`src/rtl/conv_drv_pkg.sv`:
```
// Shared constants and types for the convolution stream driver.
//
// Holds the default geometry of the attached convolution core (vector
// length, filter length, word width), the derived result count, the
// positive saturation value of a result word and the driver state
// encoding. The interface and the top module import this package.
package conv_drv_pkg;

    localparam int DRV_N = 32;                  // input vector length (words)
    localparam int DRV_M = 10;                  // filter length of the core
    localparam int DRV_T = 16;                  // signed data word width
    localparam int DRV_L = DRV_N - DRV_M + 1;   // results produced per run

    // Largest positive result word; the core clips to this value on overflow.
    localparam logic signed [DRV_T-1:0] DRV_SAT = {1'b0, {(DRV_T-1){1'b1}}};

    typedef enum logic [1:0] {
        ST_IDLE,
        ST_SEND,
        ST_COLLECT,
        ST_DONE
    } state_t;

endpackage

```
`src/rtl/conv_stream_driver_if.sv`:
```
// Stream handshake bundle between the driver and the convolution core.
//
// Signals:
//   x_data  / x_valid / x_ready : input-vector stream, driver -> core
//   y_data  / y_valid / y_ready : result stream, core -> driver
// Modports:
//   master : the driver side (sources x, sinks y)
//   slave  : the core side (sinks x, sources y)
interface conv_stream_driver_if
    import conv_drv_pkg::*;
#(
    parameter int T = DRV_T
) ();

    logic signed [T-1:0] x_data;
    logic                x_valid;
    logic                x_ready;
    logic signed [T-1:0] y_data;
    logic                y_valid;
    logic                y_ready;

    modport master (
        output x_data,
        output x_valid,
        input  x_ready,
        input  y_data,
        input  y_valid,
        output y_ready
    );

    modport slave (
        input  x_data,
        input  x_valid,
        output x_ready,
        output y_data,
        output y_valid,
        input  y_ready
    );

endinterface

```
`src/rtl/conv_stream_driver_mem.sv`:
```
// Single-port-write / single-port-read synchronous memory.
//
// Ports:
//   clk      : clock, all activity on the rising edge
//   i_we     : write enable
//   i_waddr  : write address
//   i_wdata  : write data
//   i_raddr  : read address, sampled every cycle
//   o_rdata  : read data, valid one cycle after i_raddr
// A read and a write to the same address in one cycle return the word
// that was stored before the write. Contents are never reset.
module conv_stream_driver_mem #(
    parameter int DEPTH = 32,
    parameter int W     = 16,
    parameter int AW    = (DEPTH > 1) ? $clog2(DEPTH) : 1
) (
    input  logic                clk,
    input  logic                i_we,
    input  logic [AW-1:0]       i_waddr,
    input  logic signed [W-1:0] i_wdata,
    input  logic [AW-1:0]       i_raddr,
    output logic signed [W-1:0] o_rdata
);

    logic signed [W-1:0] r_mem [DEPTH];

    // Read and write share one process so the read sees the pre-write word.
    always_ff @(posedge clk) begin
        if (i_we) begin
            r_mem[i_waddr] <= i_wdata;
        end
        o_rdata <= r_mem[i_raddr];
    end

endmodule

```
`src/rtl/conv_stream_driver.sv`:
```
// Convolution stream driver.
//
// Holds an N-word input vector loaded by the host, streams it to an
// attached convolution core over a valid/ready handshake, collects the
// L = N-M+1 results into a readable buffer and reports how many results
// were zero and how many hit positive saturation.
//
// Ports:
//   clk       : clock (rising edge)
//   reset     : synchronous, active-low reset
//   ld_en     : host write strobe for the x buffer (honoured in IDLE/DONE)
//   ld_addr   : x buffer write address
//   ld_data   : x buffer write data
//   start     : one-cycle pulse starting a run (honoured in IDLE)
//   bus       : master side of the x/y stream interface
//   rd_addr   : result buffer read address
//   rd_data   : result word, one cycle after rd_addr
//   busy      : high while streaming or collecting
//   done      : one-cycle pulse when a run completes
//   zero_cnt  : number of zero results in the last run
//   sat_cnt   : number of saturated results in the last run
module conv_stream_driver
    import conv_drv_pkg::*;
#(
    parameter int N = DRV_N,
    parameter int M = DRV_M,
    parameter int T = DRV_T
) (
    input  logic                      clk,
    input  logic                      reset,
    input  logic                      ld_en,
    input  logic [$clog2(N)-1:0]      ld_addr,
    input  logic signed [T-1:0]       ld_data,
    input  logic                      start,
    conv_stream_driver_if.master      bus,
    input  logic [$clog2(N-M+1)-1:0]  rd_addr,
    output logic signed [T-1:0]       rd_data,
    output logic                      busy,
    output logic                      done,
    output logic [$clog2(N-M+1):0]    zero_cnt,
    output logic [$clog2(N-M+1):0]    sat_cnt
);

    localparam int L   = N - M + 1;
    localparam int AW  = $clog2(N);
    localparam int RAW = $clog2(L);
    localparam int CW  = RAW + 1;

    localparam logic signed [T-1:0] SAT_VAL = {1'b0, {(T-1){1'b1}}};

    function automatic logic f_is_zero(input logic signed [T-1:0] v);
        return (v == '0);
    endfunction

    function automatic logic f_is_sat(input logic signed [T-1:0] v);
        return (v == SAT_VAL);
    endfunction

    // ------------------------------------------------------------------
    // Declarations
    // ------------------------------------------------------------------
    state_t              r_state;
    state_t              w_next;

    logic                w_send;
    logic                w_collect;
    logic                w_x_we;
    logic                w_start_run;

    logic [AW:0]         r_rd_ptr;      // next x buffer address to fetch
    logic [AW:0]         r_xfer_cnt;    // words handed to the core so far
    logic                r_inflight;    // x buffer read issued last cycle
    logic signed [T-1:0] r_x_data;      // presented word
    logic                r_x_valid;
    logic signed [T-1:0] r_skid;        // second word held while stalled
    logic                r_skid_vld;

    logic [RAW-1:0]      r_k;           // next result buffer address
    logic [CW-1:0]       r_zero_cnt;
    logic [CW-1:0]       r_sat_cnt;

    logic signed [T-1:0] w_x_rdata;
    logic                w_x_pop;
    logic                w_head_free;
    logic [1:0]          w_occ;
    logic                w_issue;
    logic                w_y_acc;

    // ------------------------------------------------------------------
    // FSM: state register
    // ------------------------------------------------------------------
    always_ff @(posedge clk) begin
        if (!reset) begin
            r_state <= ST_IDLE;
        end else begin
            r_state <= w_next;
        end
    end

    // ------------------------------------------------------------------
    // FSM: next-state logic
    // ------------------------------------------------------------------
    always_comb begin
        w_next = r_state;
        case (r_state)
            ST_IDLE:    if (start) w_next = ST_SEND;
            ST_SEND:    if (w_x_pop && (r_xfer_cnt == (AW+1)'(N-1))) w_next = ST_COLLECT;
            ST_COLLECT: if (w_y_acc && (r_k == RAW'(L-1))) w_next = ST_DONE;
            ST_DONE:    w_next = ST_IDLE;
            default:    w_next = ST_IDLE;
        endcase
    end

    // ------------------------------------------------------------------
    // FSM: outputs and state decodes
    // ------------------------------------------------------------------
    always_comb begin
        w_send      = 1'b0;
        w_collect   = 1'b0;
        done        = 1'b0;
        w_x_we      = 1'b0;
        w_start_run = 1'b0;
        case (r_state)
            ST_IDLE: begin
                w_x_we      = ld_en;
                w_start_run = start;
            end
            ST_SEND:    w_send    = 1'b1;
            ST_COLLECT: w_collect = 1'b1;
            ST_DONE: begin
                done   = 1'b1;
                w_x_we = ld_en;
            end
            default: ;
        endcase
        busy        = w_send | w_collect;
        bus.y_ready = w_collect;
    end

    // ------------------------------------------------------------------
    // Stage p0: x buffer fetch scheduling
    // ------------------------------------------------------------------
    // Up to two words are held on the output side (presented + skid).
    // A fetch is issued only if, counting the word already in flight,
    // there will still be room for it when it lands next cycle.
    assign w_x_pop     = r_x_valid & bus.x_ready;
    assign w_head_free = ~r_x_valid | w_x_pop;
    assign w_occ       = {1'b0, r_x_valid} + {1'b0, r_skid_vld}
                       + {1'b0, r_inflight} - {1'b0, w_x_pop};
    assign w_issue     = w_send && (r_rd_ptr < (AW+1)'(N)) && (w_occ < 2'd2);

    assign w_y_acc     = w_collect & bus.y_valid;

    conv_stream_driver_mem #(
        .DEPTH (N),
        .W     (T),
        .AW    (AW)
    ) u_x_mem (
        .clk     (clk),
        .i_we    (w_x_we),
        .i_waddr (ld_addr),
        .i_wdata (ld_data),
        .i_raddr (r_rd_ptr[AW-1:0]),
        .o_rdata (w_x_rdata)
    );

    // ------------------------------------------------------------------
    // Stage p1: output/skid registers and run counters (control)
    // ------------------------------------------------------------------
    always_ff @(posedge clk) begin
        if (!reset) begin
            r_rd_ptr   <= '0;
            r_xfer_cnt <= '0;
            r_inflight <= 1'b0;
            r_x_valid  <= 1'b0;
            r_skid_vld <= 1'b0;
            r_k        <= '0;
            r_zero_cnt <= '0;
            r_sat_cnt  <= '0;
        end else if (w_start_run) begin
            r_rd_ptr   <= '0;
            r_xfer_cnt <= '0;
            r_inflight <= 1'b0;
            r_x_valid  <= 1'b0;
            r_skid_vld <= 1'b0;
            r_k        <= '0;
            r_zero_cnt <= '0;
            r_sat_cnt  <= '0;
        end else begin
            r_inflight <= w_issue;
            if (w_issue) begin
                r_rd_ptr <= r_rd_ptr + (AW+1)'(1);
            end
            if (w_x_pop) begin
                r_xfer_cnt <= r_xfer_cnt + (AW+1)'(1);
            end
            // Skid drains into the presented slot first, the landing word
            // fills whichever slot is left.
            if (w_head_free) begin
                r_x_valid  <= r_skid_vld | r_inflight;
                r_skid_vld <= r_skid_vld & r_inflight;
            end else if (r_inflight) begin
                r_skid_vld <= 1'b1;
            end
            if (w_y_acc) begin
                r_k <= r_k + RAW'(1);
                if (f_is_zero(bus.y_data)) r_zero_cnt <= r_zero_cnt + CW'(1);
                if (f_is_sat(bus.y_data))  r_sat_cnt  <= r_sat_cnt + CW'(1);
            end
        end
    end

    // Data side of the output/skid registers; no reset needed.
    always_ff @(posedge clk) begin
        if (w_head_free) begin
            if (r_skid_vld) begin
                r_x_data <= r_skid;
            end else if (r_inflight) begin
                r_x_data <= w_x_rdata;
            end
        end
        if (r_inflight && (!w_head_free || r_skid_vld)) begin
            r_skid <= w_x_rdata;
        end
    end

    assign bus.x_data  = r_x_data;
    assign bus.x_valid = r_x_valid;
    assign zero_cnt    = r_zero_cnt;
    assign sat_cnt     = r_sat_cnt;

    // ------------------------------------------------------------------
    // Stage p2: result buffer
    // ------------------------------------------------------------------
    conv_stream_driver_mem #(
        .DEPTH (L),
        .W     (T),
        .AW    (RAW)
    ) u_y_mem (
        .clk     (clk),
        .i_we    (w_y_acc),
        .i_waddr (r_k),
        .i_wdata (bus.y_data),
        .i_raddr (rd_addr),
        .o_rdata (rd_data)
    );

endmodule

```
`src/flat_wrapper.sv`:
```
// flat-port wrapper written by rule: the top's interface ports become plain ports
module conv_stream_driver_flat import conv_drv_pkg::*;
#(
    parameter int N = DRV_N,
    parameter int M = DRV_M,
    parameter int T = DRV_T
)
  (clk, reset, ld_en, ld_addr, ld_data, start, rd_addr, rd_data, busy, done, zero_cnt, sat_cnt, bus_x_data, bus_x_valid, bus_x_ready, bus_y_data, bus_y_valid, bus_y_ready);
  conv_stream_driver_if #(.T(T)) bus_i ();
  input  logic clk;
  input  logic reset;
  input  logic ld_en;
  input  logic [$clog2(N)-1:0] ld_addr;
  input  logic signed [T-1:0] ld_data;
  input  logic start;
  input  logic [$clog2(N-M+1)-1:0] rd_addr;
  output logic signed [T-1:0] rd_data;
  output logic busy;
  output logic done;
  output logic [$clog2(N-M+1):0] zero_cnt;
  output logic [$clog2(N-M+1):0] sat_cnt;
  output wire logic [$bits(bus_i.x_data)-1:0] bus_x_data;
  output wire logic [$bits(bus_i.x_valid)-1:0] bus_x_valid;
  input wire logic [$bits(bus_i.x_ready)-1:0] bus_x_ready;
  input wire logic [$bits(bus_i.y_data)-1:0] bus_y_data;
  input wire logic [$bits(bus_i.y_valid)-1:0] bus_y_valid;
  output wire logic [$bits(bus_i.y_ready)-1:0] bus_y_ready;
  assign bus_x_data = bus_i.x_data;
  assign bus_x_valid = bus_i.x_valid;
  assign bus_i.x_ready = bus_x_ready;
  assign bus_i.y_data = bus_y_data;
  assign bus_i.y_valid = bus_y_valid;
  assign bus_y_ready = bus_i.y_ready;
  conv_stream_driver #(.N(N), .M(M), .T(T)) u_core (.clk(clk), .reset(reset), .ld_en(ld_en), .ld_addr(ld_addr), .ld_data(ld_data), .start(start), .bus(bus_i), .rd_addr(rd_addr), .rd_data(rd_data), .busy(busy), .done(done), .zero_cnt(zero_cnt), .sat_cnt(sat_cnt));
endmodule
```
`config.mk`:
```
export PLATFORM = sky130hd
export DESIGN_NAME = conv_stream_driver_flat
export DESIGN_NICKNAME = d
export VERILOG_FILES = /design/src/rtl/conv_drv_pkg.sv /design/src/rtl/conv_stream_driver_if.sv /design/src/rtl/conv_stream_driver_mem.sv /design/src/rtl/conv_stream_driver.sv /design/src/flat_wrapper.sv
export SDC_FILE = /design/constraint.sdc
export NUM_CORES = 1
export LEC_CHECK = 0
export CAP_MARGIN = 10
export CORE_ASPECT_RATIO = 1.4
export CORE_UTILIZATION = 43
export CTS_BUF_LIST = sky130_fd_sc_hd__clkbuf_8 sky130_fd_sc_hd__clkbuf_16
export DETAILED_ROUTE_END_ITERATION = 6
export PLACE_DENSITY = 0.69
export SLEW_MARGIN = 20
export SYNTH_ARGS = -nofsm -noshare
export SYNTH_HDL_FRONTEND = slang
export SYNTH_SLANG_ARGS = --single-unit
```
`constraint.sdc`:
```
create_clock -name clk -period 2.45 [get_ports clk]
set_input_delay 0.3675 -clock clk [delete_from_list [all_inputs] [get_ports clk]]
set_output_delay 0.3675 -clock clk [all_outputs]
set_load 0.05 [all_outputs]
```
# Word level (Yosys, flattened, before mapping)
# Memories as Yosys holds them, arrays and structs flattened. A register that Yosys moved wholly into a read port is not among the register bits.
# Cells that the tools add are included.
dict set report word_totals {
  register_bits 66
  latch_bits 0
  ram_bits 880
  mem_bits_ro 0
  output_inout_bits 48
  wordCells 74
  n_memories 2
}
# memory depth word_bits read_ports rd_ports_with_merged_regs write_ports line
set mem_list {}
lappend mem_list {u_core.u_x_mem.r_mem 32 16 1 1 1 conv_stream_driver_mem.sv:25} ;# logic signed [W-1:0] r_mem [DEPTH];
lappend mem_list {u_core.u_y_mem.r_mem 23 16 1 1 1 conv_stream_driver_mem.sv:25}
dict set report op_classes {
  add_sub_neg 8
  mul 0
  div 0
  order_cmp 2
  eq_ne 9
  n_shift 0
  muxes 17
  n_bitwise 8
  n_reduce_logical 17
}
# cell count
set op_table {}
lappend op_table {{2-to-1 mux 16 bit} 2}
lappend op_table {{adder 6 x 1 -> 6 bit, second input constant} 4}
lappend op_table {{equality test 16 bit, second input constant} 1}
lappend op_table {{logical NOT 16 bit} 1}
lappend op_table {{2-to-1 mux 1 bit} 11}
lappend op_table {{one-hot mux 2 bit (4 select lines)} 1}
lappend op_table {{equality test 6 x 5 -> 1 bit, second input constant} 1}
lappend op_table {{less-than comparator 6 bit, second input constant} 1}
lappend op_table {{2-to-1 mux 2 bit} 3}
lappend op_table {{AND reduction 2 bit} 3}
lappend op_table {{adder 5 x 1 -> 5 bit, second input constant} 1}
lappend op_table {{equality test 5 bit, second input constant} 1}
lappend op_table {{logical AND 1 bit} 5}
lappend op_table {{equality test 2 bit, second input constant} 2}
lappend op_table {{inequality test 2 x 1 -> 1 bit, second input constant} 2}
lappend op_table {{nonzero test 2 bit} 2}
lappend op_table {{OR reduction 2 bit} 2}
lappend op_table {{AND 1 bit} 3}
lappend op_table {{OR 1 bit} 3}
lappend op_table {{AND reduction 3 bit} 1}
lappend op_table {{adder 1 x 1 -> 2 bit} 1}
lappend op_table {{adder 2 x 1 -> 2 bit} 1}
lappend op_table {{equality test 2 x 1 -> 1 bit, second input constant} 1}
lappend op_table {{logical NOT 2 bit} 1}
lappend op_table {{6 further kinds} 7}

# Longest topological paths before layout
# Gate-level depths: netlist of the first run.
dict set report depth {
  word_depth 6
  ltp_mapped 10
  mapped_depth_nobuf 9
}

# By module
# A second synthesis of the first run with hierarchy kept.
dict set report hier_totals {
  hier_cells 2062
  area_unflattened_um2 37966.4
}
# mod instances cells_per_inst area_each_um2
set by_module_without_submodules {}
lappend by_module_without_submodules {{conv_stream_driver_mem (u_core.u_x_mem)} 1 1143 20535.9}
lappend by_module_without_submodules {{conv_stream_driver_mem (u_core.u_y_mem)} 1 669 14556.5}
lappend by_module_without_submodules {conv_stream_driver 1 250 2874.0}

# Least setup slack after synthesis of the first run
# Ideal clock, no wire load.
dict set report synth_timing {
  kind {reg2reg}
  startpoint {register u_core.r_state[0]}
  endpoint {memory u_core.u_x_mem.r_mem[14][0], enable pin}
  arrival_time_ns 2.492
  required_time_ns 2.062
  slack_ns -0.430
  stages_incl_launch_ff 7
  synth_period_minus_slack_ns 2.880
  cell_sequence {dfxtp_1 inv_1 ha_1 nand2b_1 or3b_2 clkbuf_1 nor2_1}
}
dict set report synth_between {
  elab_chain_len 5
  word_cells_on_any_way 6
}
# element line
set synth_lines {}
lappend synth_lines {{start, declared} conv_stream_driver.sv:62} ;# state_t r_state;
lappend synth_lines {{start signal, assigned} conv_stream_driver.sv:96} ;# r_state <= w_next;
lappend synth_lines {{equality test 2 bit / logical NOT 2 bit (equally long branches)} conv_stream_driver.sv:123} ;# case (r_state)
lappend synth_lines {{OR reduction 2 bit (no source line) (*)} n/a}
lappend synth_lines {{2-to-1 mux 1 bit (*)} conv_stream_driver.sv:123}
lappend synth_lines {{2-to-1 mux 1 bit (*)} conv_stream_driver_mem.sv:29} ;# if (i_we) begin
lappend synth_lines {{2-to-1 mux 1 bit (implied by the code) (*)} conv_stream_driver_mem.sv:30} ;# r_mem[i_waddr] <= i_wdata;
lappend synth_lines {{end, declared} conv_stream_driver_mem.sv:25}
# Mark *: on every way between the ends. The rest lies on a longest branch, timed or not.

# Worst setup path after layout of the first run
dict set report layout_timing {
  startpoint {register u_core.r_zero_cnt[5] (netlist: u_core.zero_cnt[5])}
  endpoint {output port zero_cnt[5]}
}
# element line
set layout_lines {}
lappend layout_lines {{start, declared} conv_stream_driver.sv:79} ;# logic [CW-1:0] r_zero_cnt;
lappend layout_lines {{start signal, assigned} conv_stream_driver.sv:207} ;# if (f_is_zero(bus.y_data)) r_zero_cnt <= r_zero_cnt + CW'(1);
lappend layout_lines {{end, declared} flat_wrapper.sv:20} ;# output logic [$clog2(N-M+1):0] zero_cnt;
# No word-level cell between the ends.

==> impl_metrics.toml, run 1 <==
[logic_synthesis]
synth_flop_cell = "edfxtp_1"
synth-edff-count = 912
async_reset_ff_share_pct = 0
syn_avg_cell_area_um2 = 20.3
yosys.area.top_type = "edfxtp_1"
ys_warn_count = 0
syn_nets = 1897
ys_types = 48
yosysTopAreaCellShare_pct = 73.6
synthCells = 1835
syn-cell-area_um2 = 37200
ys_ff_latch = 978
synth_area_leaders = "edfxtp_1, mux4_2, dfxtp_1"
synth-seq-area-share_pct = 77.1

[sta]
period_share_pct = 99.5
max_slew_margin_pct = 51.9
grt_setup_unrepaired = "false"
maxSlewViolCount = 0
setup_slack_ns = 0.0113
fin_tns_setup_ns = 0
tightest_slew_ns = 0.720
period_needed_ns = 2.44
clock.fmax_mhz = 410
skew_ns = 0.0279
setup_violations = 0
hold_viol_final = 0

[routing]
dr_total_vias = 18451
routed_wl_mm = 83.7
drc = 0
ant_nets = 0
drtIter0Drc = 1377
drtPass1Iterations = 5
viasPerCell = 5.61
routedWlPerCell_um = 25.4

[power]
pwr-share-seq_pct = 51.0
p_leak_nw = 14.2
p_int_w = 0.0283
pwr-share-comb_pct = 11.0
clockPowerShare_pct = 37.9
power_density_nw_per_um2 = 827
p_sw_w = 0.00850
ir_worst_vdd_v = 0.000684
switching_share_pct = 23.1

[critical_path]
worstPathMaxFanout = 3
critical_path.cell_chain = "clkdlybuf4s50_1"
critPathTopFamily = "buffers and inverters"
required_ns = 2.08
startpoint_type = "flip-flop"
worst-path-buf-inv = 1
crit_slowest_cell = "clkdlybuf4s50_1"
max_stage_delay_ns = 0.88
arrival_ns = 2.07
cp-end-kind = "output pin"
critPathKind = "flip-flop to output pin"

[global_route]
grt_max_degree = 57
grt_overflow_total = 0
grt_pass1_vias = 19568
grt_pass1_wl_mm = 124
gr-usage-all-layers_pct = 19.3
antenna_found_initial = 1

[clocking]
clock_path_buffers = 3
cts_tree = "done"
cts_max_level = 3
clock_latency_ns = 0.66
cts_root_buf = "clkbuf_16"
clkSlewWorstSetupHoldPaths_ns = 0.06
cts_buffers = 91
clock_sinks = 978

[placed_design]
gp_congestion = 0.802
hpwl_mm = 54.6
post-place-ws_ns = -0.510
dp.cells = 3118
placed_area_um2 = 41400
port_buffers = 95

[floorplanning]
coreArea_um2 = 85600
die_h_um = 350
initial_core_util_pct = 43.5
rows = 127
io_pins = 96
die_w_um = 251
die_area_um2 = 87700

[finish]
fillers = 6566
fin_area_um2 = 44500
area_growth_pct = 19.6
stdcell_count = 3290
nNetsFinal = 2179
fin_util_pct = 52.0
antenna_cells = 0
drive_gt1_share_pct = 27.8

[outcome]
outcome = "finished, final reports clean"

[worst_hold_path]
hold_path_class = "input pin to flip-flop"

[flow_run]
cap_violations = 0
[flip-flops by register name (all words and copies together) (netlist names)]
name,cells
u_core.r_state,2
u_core.r_xfer_cnt,6
u_core.r_skid_vld,1
u_core.u_y_mem.o_rdata,16
u_core.bus.x_data,16
u_core.r_inflight,1
u_core.u_y_mem.r_mem,368
u_core.r_rd_ptr,6
u_core.zero_cnt,6
u_core.u_x_mem.o_rdata,16
u_core.r_skid,16
u_core.sat_cnt,6
u_core.r_k,5
u_core.bus.x_valid,1
u_core.u_x_mem.r_mem,512
[cell usage after synthesis, drive strengths merged (2+ instances only)]
master,instances
nand3b,6
dfxtp,66
or4,3
a2111oi,16
o21ai,30
ha,14
or3,5
and2,6
nor3,4
a21oi,44
inv,8
o22ai,15
edfxtp,912
mux2,28
xnor2,8
nor2,97
nand2,64
nor2b,4
nand2b,12
a32o,7
o221ai,25
mux2i,105
a22oi,15
nand3,11
a22o,17
mux4,176
xor2,13
nor4,2
clkbuf,44
and3,3
or3b,4
nand4,11
buf,53
[cell usage in the layout, fill, tap and decap left out, types with 8 or more instances in the layout]
cell type / netlist / final
a2111oi_2: 0 / 8
a21oi_1: 44 / 44
a22o_1: 17 / 17
a22oi_1: 15 / 15
buf_12: 0 / 62
buf_4: 11 / 137
clkbuf_16: 0 / 93
clkbuf_8: 0 / 8
clkdlybuf4s50_1: 0 / 84
clkinv_2: 0 / 11
clkinvlp_4: 0 / 8
dfxtp_1: 66 / 63
edfxtp_1: 912 / 912
ha_1: 14 / 14
inv_1: 8 / 36
mux2_2: 27 / 27
mux2i_1: 105 / 105
mux4_2: 176 / 176
nand2_1: 64 / 63
nand2b_1: 12 / 12
nand3_1: 11 / 11
nand4_1: 10 / 10
nor2_1: 97 / 54
nor2_2: 0 / 32
nor2_4: 0 / 11
o21ai_0: 30 / 30
o221ai_1: 25 / 25
o22ai_1: 15 / 15
xnor2_1: 8 / 8
xor2_1: 13 / 13
[logic make-up after synthesis]
kind of cell	after synthesis	share of synthesized area, %
simple gates	235	2.96
compound gates	173	3.19
mux	309	14.3
fa+ha+maj	14	0.471
flops	978	77.1
xor+xnor	21	0.494
buf+inv	105	1.41
[worst paths after layout]
check | start | endpoint | slack (ns) | cells after the start
worst max register to register | u_core.r_rd_ptr[0] | u_core.u_x_mem.o_rdata[3] | 0.05 | 6
worst min register to register | u_core.u_x_mem.o_rdata[2] | u_core.r_skid[2] | 0.44 | 0
worst min-delay path | rd_addr[0] | u_core.u_y_mem.o_rdata[5] | 0.22 | 4
worst max-delay path | u_core.zero_cnt[5] | zero_cnt[5] | 0.01 | 1
[layout make-up]
type                            count  area, um^2  area share (%)
Multi-Input combinational cell    752        8230            18.5
Sequential cell                   978       28700            64.5
Timing Repair Buffer              286        3170            7.13
Clock buffer                      100        2410            5.42
Tap cell                         1096        1370            3.08
Clock inverter                     70         576            1.29
Inverter                            8        30.0          0.0675
[power by group through the flow]
| stage | combinational [W] | clock (W) | sequential (W) |
|---|---|---|---|
| 6_report | 0.00407 | 0.0140 | 0.0188 |
| 5_1_grt | 0.00431 | 0.0148 | 0.0188 |
| 4_1_cts | 0.00406 | 0.0142 | 0.0188 |
| 3_5_place_dp | 0.00401 | 0 | 0.0191 |
| 3_3_place_gp | 0.00395 | 0 | 0.0191 |
| 2_1_floorplan | 0.00226 | 0 | 0.0193 |
[routing by layer]
metal / vias up / GRT usage [%] / wire (um)
met2: 615 / 36.0 / 45800
met1: 9596 / 22.3 / 30800
met4: 2 / 7.11 / 2600
met5: - / 0 / 11
li1: 8083 / - / -
met3: 155 / 2.93 / 4580
[repair_timing]
| action | 4_1_cts | 5_1_grt |
|---|---|---|
| setup buffers | 1 | 0 |
| hold buffers | 0 | 0 |
| cloned | 0 | 1 |
| resized for setup | 16 | 6 |
| setup endpoints to repair | 11 | 21 |
| pin swaps | 0 | 0 |
[metrics by stage]
step | hold slack, ns | power, W
finish | 0.220 | 0.0368
global route | 0.284 | 0.0379
CTS | 0.199 | 0.0370
detailed placement | 0.422 | 0.0231
global placement | 0.420 | 0.0231
floorplan | 0.404 | 0.0215
No activity file was read; power rests on OpenSTA's default activity.
==> run 2: changes to the inputs <==
--- a/config.mk
+++ b/config.mk
@@ -5,6 +5,7 @@
 export SDC_FILE = /design/constraint.sdc
 export NUM_CORES = 1
 export LEC_CHECK = 0
+export ABC_AREA = 1
 export CAP_MARGIN = 10
 export CORE_ASPECT_RATIO = 1.4
 export CORE_UTILIZATION = 43
==> run 2 against run 1 <==
Effect of this change:
- sequential share of layout area is 2.6 points lower
- via count is 44% higher
- core utilization shrank 1.8 points
- largest cell class unchanged
- largest power group unchanged
- highest routed layer is now met4
==> impl_metrics.toml, run 2 <==
[floorplanning]
die_h_um = 364
coreArea_um2 = 92500
die_area_um2 = 94700
die_w_um = 260
initial_core_util_pct = 43.4
io_pins = 96
rows = 132

[routing]
wl_met1_mm = 37.8
ant_nets = 0
drtPass1Iterations = 6
dr_total_vias = 26635
drtIter0Drc = 2338
viasPerCell = 5.24
route.met2.wl_mm = 52.9
routed_wl_mm = 103
drc = 0
routedWlPerCell_um = 20.2
wl_met3_mm = 7.10
topRoutingLayerUsed = "met4"

[critical_path]
critical_path.cell_chain = "clkdlybuf4s50_1"
cp-end-kind = "output pin"
worst-path-buf-inv = 1
reg2reg_slack_ns = 0.21
arrival_ns = 2.02
max_stage_delay_ns = 0.93
startpoint = "u_core.sat_cnt[4]"
worstPathMaxFanout = 4
required_ns = 2.08
critPathTopFamily = "buffers and inverters"
reg2reg_from = "u_core.r_state[0]"
crit_slowest_cell = "clkdlybuf4s50_1"
startpoint_type = "flip-flop"
critPathKind = "flip-flop to output pin"

[logic_synthesis]
async_reset_ff_share_pct = 0
syn-cell-area_um2 = 40200
syn_avg_cell_area_um2 = 11.0
synthCells = 3647
ys_ff_latch = 978
yosysTopAreaCellShare_pct = 68.2
synth_area_leaders = "edfxtp_1, nand2_1, nand3_1"
syn_nets = 3709
ys_warn_count = 0
synth-edff-count = 912
synth.most_common_cell = "nand2_1"
synth_flop_cell = "edfxtp_1"
synth-seq-area-share_pct = 71.5
yosys.area.top_type = "edfxtp_1"
ys_types = 28
synth_common_cells = "nand2_1, edfxtp_1, nand3_1, inv_1, nor2_1"

[outcome]
outcome = "finished, final reports clean"

[clocking]
hold_buffers = 0
cts_buffers = 90
cts_tree = "done"
clock_sinks = 978
clock_path_buffers = 3
cts_max_level = 3
cts_root_buf = "clkbuf_16"
clkSlewWorstSetupHoldPaths_ns = 0.07
clock_latency_ns = 0.68
cts_post_setup_buffers_inserted = 0

[finish]
fillers = 7955
regArea_um2 = 28700
multi_input_area_um2 = 9370
max_flop_register = "u_core.u_x_mem.r_mem"
largest_reg_flops = 512
layout_common_cells = "nand2_1, edfxtp_1, nand3_1, inv_1"
top_regs = "u_core.u_x_mem.r_mem x512, u_core.u_y_mem.r_mem x368"
nNetsFinal = 3872
drive_gt1_share_pct = 8.51
final_common_cell = "nand2_1"
area_growth_pct = 15.4

[power]
p_int_w = 0.0283
ir_worst_vdd_v = 0.000585
pwr-share-seq_pct = 48.8
p_leak_nw = 17.9
p_sw_w = 0.0105
clockPowerShare_pct = 36.4
power_density_nw_per_um2 = 836
switching_share_pct = 27.0
pwr-share-comb_pct = 14.9

[sta]
skew_ns = 0.0435
hold_viol_final = 0
clock.fmax_mhz = 420
grt_setup_unrepaired = "false"
setup_slack_ns = 0.0673
fin_tns_setup_ns = 0
max_slew_margin_pct = 46.0
period_needed_ns = 2.38
tightest_slew_ns = 0.811
period_share_pct = 97.3
setup_violations = 0
maxSlewViolCount = 0

[global_route]
grt_pass1_wl_mm = 154
antenna_found_initial = 2
gr-usage-all-layers_pct = 21.8
grt_pass1_vias = 25852
grt_max_degree = 132
grt_overflow_total = 0

[placed_design]
gp_congestion = 0.935
port_buffers = 95
hpwl_mm = 65.0
post-place-ws_ns = 0.0498

[flow_run]
cap_violations = 0

[worst_hold_path]
hp-start = "reset"
hold_path_class = "input pin to flip-flop"
-- run 2: cell count changes in the layout (fill, tap and decap cells not counted), sizes merged, moves of 28 or more --
cell   delta
a21oi    +32
buf      -34
inv     +283
mux2     -28
mux2i   -105
mux4    -176
nand2  +1228
nand3   +563
nor2     +46
-- run 2: per-stage QoR --
stage / area, um^2 / total power [W] / hold slack [ns] / utilization, % / cells
6_report: 46400 / 0.0388 / 0.318 / 50.1 / 5086
5_1_grt: 46400 / 0.0402 / 0.339 / 50.1 / 5085
4_1_cts: 46400 / 0.0389 / 0.286 / 50.1 / 5085
3_5_place_dp: 43400 / 0.0250 / 0.414 / 47.0 / 4924
3_3_place_gp: 43400 / 0.0249 / 0.415 / 47.0 / 4924
2_1_floorplan: 40200 / 0.0228 / 0.409 / - / 3647
-- run 2: routing by layer --
layer	vias to the layer above	GRT usage [%]
met4	0	10.9
met2	1063	38.5
li1	12559	-
met1	12789	25.8
met3	224	3.21
met5	-	0
-- run 2: logic make-up (layout without fill, tap and decap cells) --
family | Yosys count | count (layout) | share of synthesized area, %
other | 0 | 1 | 0
AO/OA/AOI/OAI | 139 | 139 | 1.85
flip-flops | 978 | 978 | 71.5
AND/OR/NAND/NOR | 2015 | 2015 | 20.7
adder cells (fa/ha/maj) | 14 | 14 | 0.436
buffers and inverters | 491 | 723 | 5.36
XOR/XNOR | 10 | 10 | 0.218
-- run 2: worst min-delay path, cell delays in order --
cell and delay (ns):
clkdlybuf4s50_1 0.46, nand2_1 0.09, nor2_1 0.03
-- run 2: what timing repair did --
item	CTS	global route
gates resized for setup	7	0
endpoints found under the setup margin	7	0
endpoints found under the hold margin	0	0
-- run 2: power groups by stage --
stage	sequential [W]	clock, W	combinational [W]
after floorplan	0.0194	0	0.00332
after global placement	0.0193	0	0.00562
after detailed placement	0.0193	0	0.00570
after CTS	0.0189	0.0143	0.00574
after global routing	0.0189	0.0149	0.00627
final	0.0189	0.0141	0.00576
-- run 2: final timing paths --
path / endpoint / cells after the start
worst max-delay path: sat_cnt[4] / 1
worst min-delay path: u_core.r_state[0] / 3
worst max register to register: u_core.u_x_mem.r_mem[5][0] / 8
worst min register to register: u_core.r_skid[15] / 0
-- run 2: layout make-up --
type / instances / share of cell area [%]
inverters: 305 / 2.49
clock inverters: 65 / 1.29
multi-input cells: 2178 / 20.2
repair buffers: 257 / 5.76
well taps: 1206 / 3.25
clock buffers: 96 / 5.06
flip-flops and latches: 978 / 61.9
diodes: 1 / 0.00540
==> run 3: changes to the inputs <==
--- a/config.mk
+++ b/config.mk
@@ -10,8 +10,9 @@
 export CORE_ASPECT_RATIO = 1.4
 export CORE_UTILIZATION = 43
 export CTS_BUF_LIST = sky130_fd_sc_hd__clkbuf_8 sky130_fd_sc_hd__clkbuf_16
+export CTS_CLUSTER_SIZE = 40
 export DETAILED_ROUTE_END_ITERATION = 6
-export PLACE_DENSITY = 0.69
+export PLACE_DENSITY = 0.67
 export SLEW_MARGIN = 20
 export SYNTH_ARGS = -nofsm -noshare
 export SYNTH_HDL_FRONTEND = slang
==> constraint.sdc (replaced) <==
create_clock -name clk -period 2.3 [get_ports clk]
set_input_delay 0.345 -clock clk [delete_from_list [all_inputs] [get_ports clk]]
set_output_delay 0.345 -clock clk [all_outputs]
set_load 0.05 [all_outputs]
==> run 3 against run 2 <==
Effect of this change:
- largest power group unchanged
- worst setup slack worse by 0.0066 ns
- register-to-register slack worse by 0.04 ns
- non-clock buffer count is 15 higher
- die area unchanged
- critical path type unchanged
- via count down 0.72%
- design area up 1.4%
- clock power increased by 13%
- critical endpoint is now zero_cnt[3]
- critical path depth unchanged
==> impl_metrics.toml, run 3 (same netlist as run 2, synthesis figures left out) <==
[critical_path]
crit_slowest_cell = "clkdlybuf4s50_1"
critPathKind = "flip-flop to output pin"
max_stage_delay_ns = 0.83
critical_path.cell_chain = "clkdlybuf4s50_1"
critPathTopFamily = "buffers and inverters"
startpoint_type = "flip-flop"
arrival_ns = 1.89
required_ns = 1.96
worst-path-buf-inv = 1
cp-end-kind = "output pin"
worstPathMaxFanout = 5
crit_cells = 1
rr_worst_depth = 8

[global_route]
grt_overflow_total = 0
antenna_found_initial = 0
grt_pass1_vias = 25802
gr-usage-all-layers_pct = 21.8
grt_max_degree = 124
grt_pass1_wl_mm = 155

[clocking]
cts_max_level = 3
clock_sinks = 978
clkSlewWorstSetupHoldPaths_ns = 0.06
cts_tree = "done"
clock_path_buffers = 3
cts_root_buf = "clkbuf_16"
cts_post_setup_buffers_inserted = 0
clock_latency_ns = 0.69
cts_buffers = 93

[floorplanning]
die_area_um2 = 94700
die_w_um = 260
initial_core_util_pct = 43.4
rows = 132
io_pins = 96
die_h_um = 364
coreArea_um2 = 92500

[power]
power_density_nw_per_um2 = 893
pwr-share-seq_pct = 47.9
power.total_w = 0.0420
pwr-share-comb_pct = 14.3
p_sw_w = 0.0111
switching_share_pct = 26.4
ir_worst_vdd_v = 0.000624
p_leak_nw = 18.2
p_int_w = 0.0309
clockPowerShare_pct = 37.8

[finish]
multi_input_area_um2 = 9360
antenna_cells = 0
area_growth_pct = 17.1
nNetsFinal = 3890
fillers = 7951
final_common_cell = "nand2_1"
max_flop_register = "u_core.u_x_mem.r_mem"
layout_common_cells = "nand2_1, edfxtp_1, nand3_1, inv_1, nor2_1"
top_regs = "u_core.u_x_mem.r_mem x512, u_core.u_y_mem.r_mem x368"
fin_area_um2 = 47000
largest_reg_flops = 512
drive_gt1_share_pct = 8.99
regArea_um2 = 28700
stdcell_count = 5112

[placed_design]
hpwl_mm = 64.1
gp_congestion = 1.01
dp.cells = 4939
port_buffers = 95
placed_area_um2 = 43800

[routing]
wl_met3_mm = 6.03
drc = 0
topRoutingLayerUsed = "met4"
route.met2.wl_mm = 51.4
dr_total_vias = 26442
drtPass1Iterations = 5
routedWlPerCell_um = 20.0
routed_wl_mm = 102
wl_met1_mm = 39.1
drtIter0Drc = 2645
viasPerCell = 5.17
ant_nets = 0

[sta]
maxSlewViolCount = 0
tightest_slew_ns = 0.813
hold_viol_final = 0
skew_ns = 0.0413
max_slew_margin_pct = 45.8
period_share_pct = 97.4
setup_violations = 0
period_needed_ns = 2.24
clock.fmax_mhz = 447
grt_setup_unrepaired = "false"

[worst_hold_path]
hold_depth = 8
hold_path_class = "input pin to flip-flop"

[outcome]
outcome = "finished, final reports clean"

[flow_run]
cap_violations = 0
==> run 3: timing repair <==
action | CTS | global route
setup endpoints to repair | 2 | 5
hold buffers | 0 | 0
gates resized for setup | 2 | 5
==> run 3: power by group through the flow <==
stage               Sequential [W]  Clock [W]  Combinational (W)
floorplan                   0.0207          0            0.00354
global placement            0.0205          0            0.00588
detailed placement          0.0205          0            0.00595
CTS                         0.0201     0.0161            0.00599
global route                0.0201     0.0168            0.00659
finish                      0.0201     0.0159            0.00599
==> run 3: stage by stage <==
step	setup TNS [ns]	hold slack, ns	setup slack [ns]	utilization, %
finish	0	0.339	0.0607	50.8
global placement	-1.77	0.420	-0.297	47.4
floorplan	-159.90	0.409	-0.226	-
global route	0	0.329	0.00822	50.8
detailed placement	-1.96	0.426	-0.327	47.4
CTS	0	0.309	0.00213	50.8
==> run 3: final cells by class <==
type,count,share of cell area [%]
Clock inverter,76,1.69
Sequential cell,978,61.1
Multi-Input combinational cell,2178,19.9
Timing Repair Buffer,272,6.55
Inverter,305,2.46
Tap cell,1206,3.21
Clock buffer,97,5.11
==> run 3: final timing paths <==
kind                                   from                           to  slack, ns
setup / recovery         u_core.zero_cnt[3]                  zero_cnt[3]       0.06
hold / removal                   rd_addr[2]    u_core.u_y_mem.o_rdata[2]       0.34
setup reg to reg          u_core.r_state[1]  u_core.u_x_mem.r_mem[19][1]       0.17
hold reg to reg   u_core.u_x_mem.o_rdata[4]             u_core.r_skid[4]       0.44
==> run 3: per-layer routing <==
layer | global-route usage [%] | vias to the layer above
met4 | 12.1 | 0
met5 | 0 | -
met3 | 2.92 | 231
met2 | 37.5 | 955
li1 | - | 12606
met1 | 26.3 | 12650
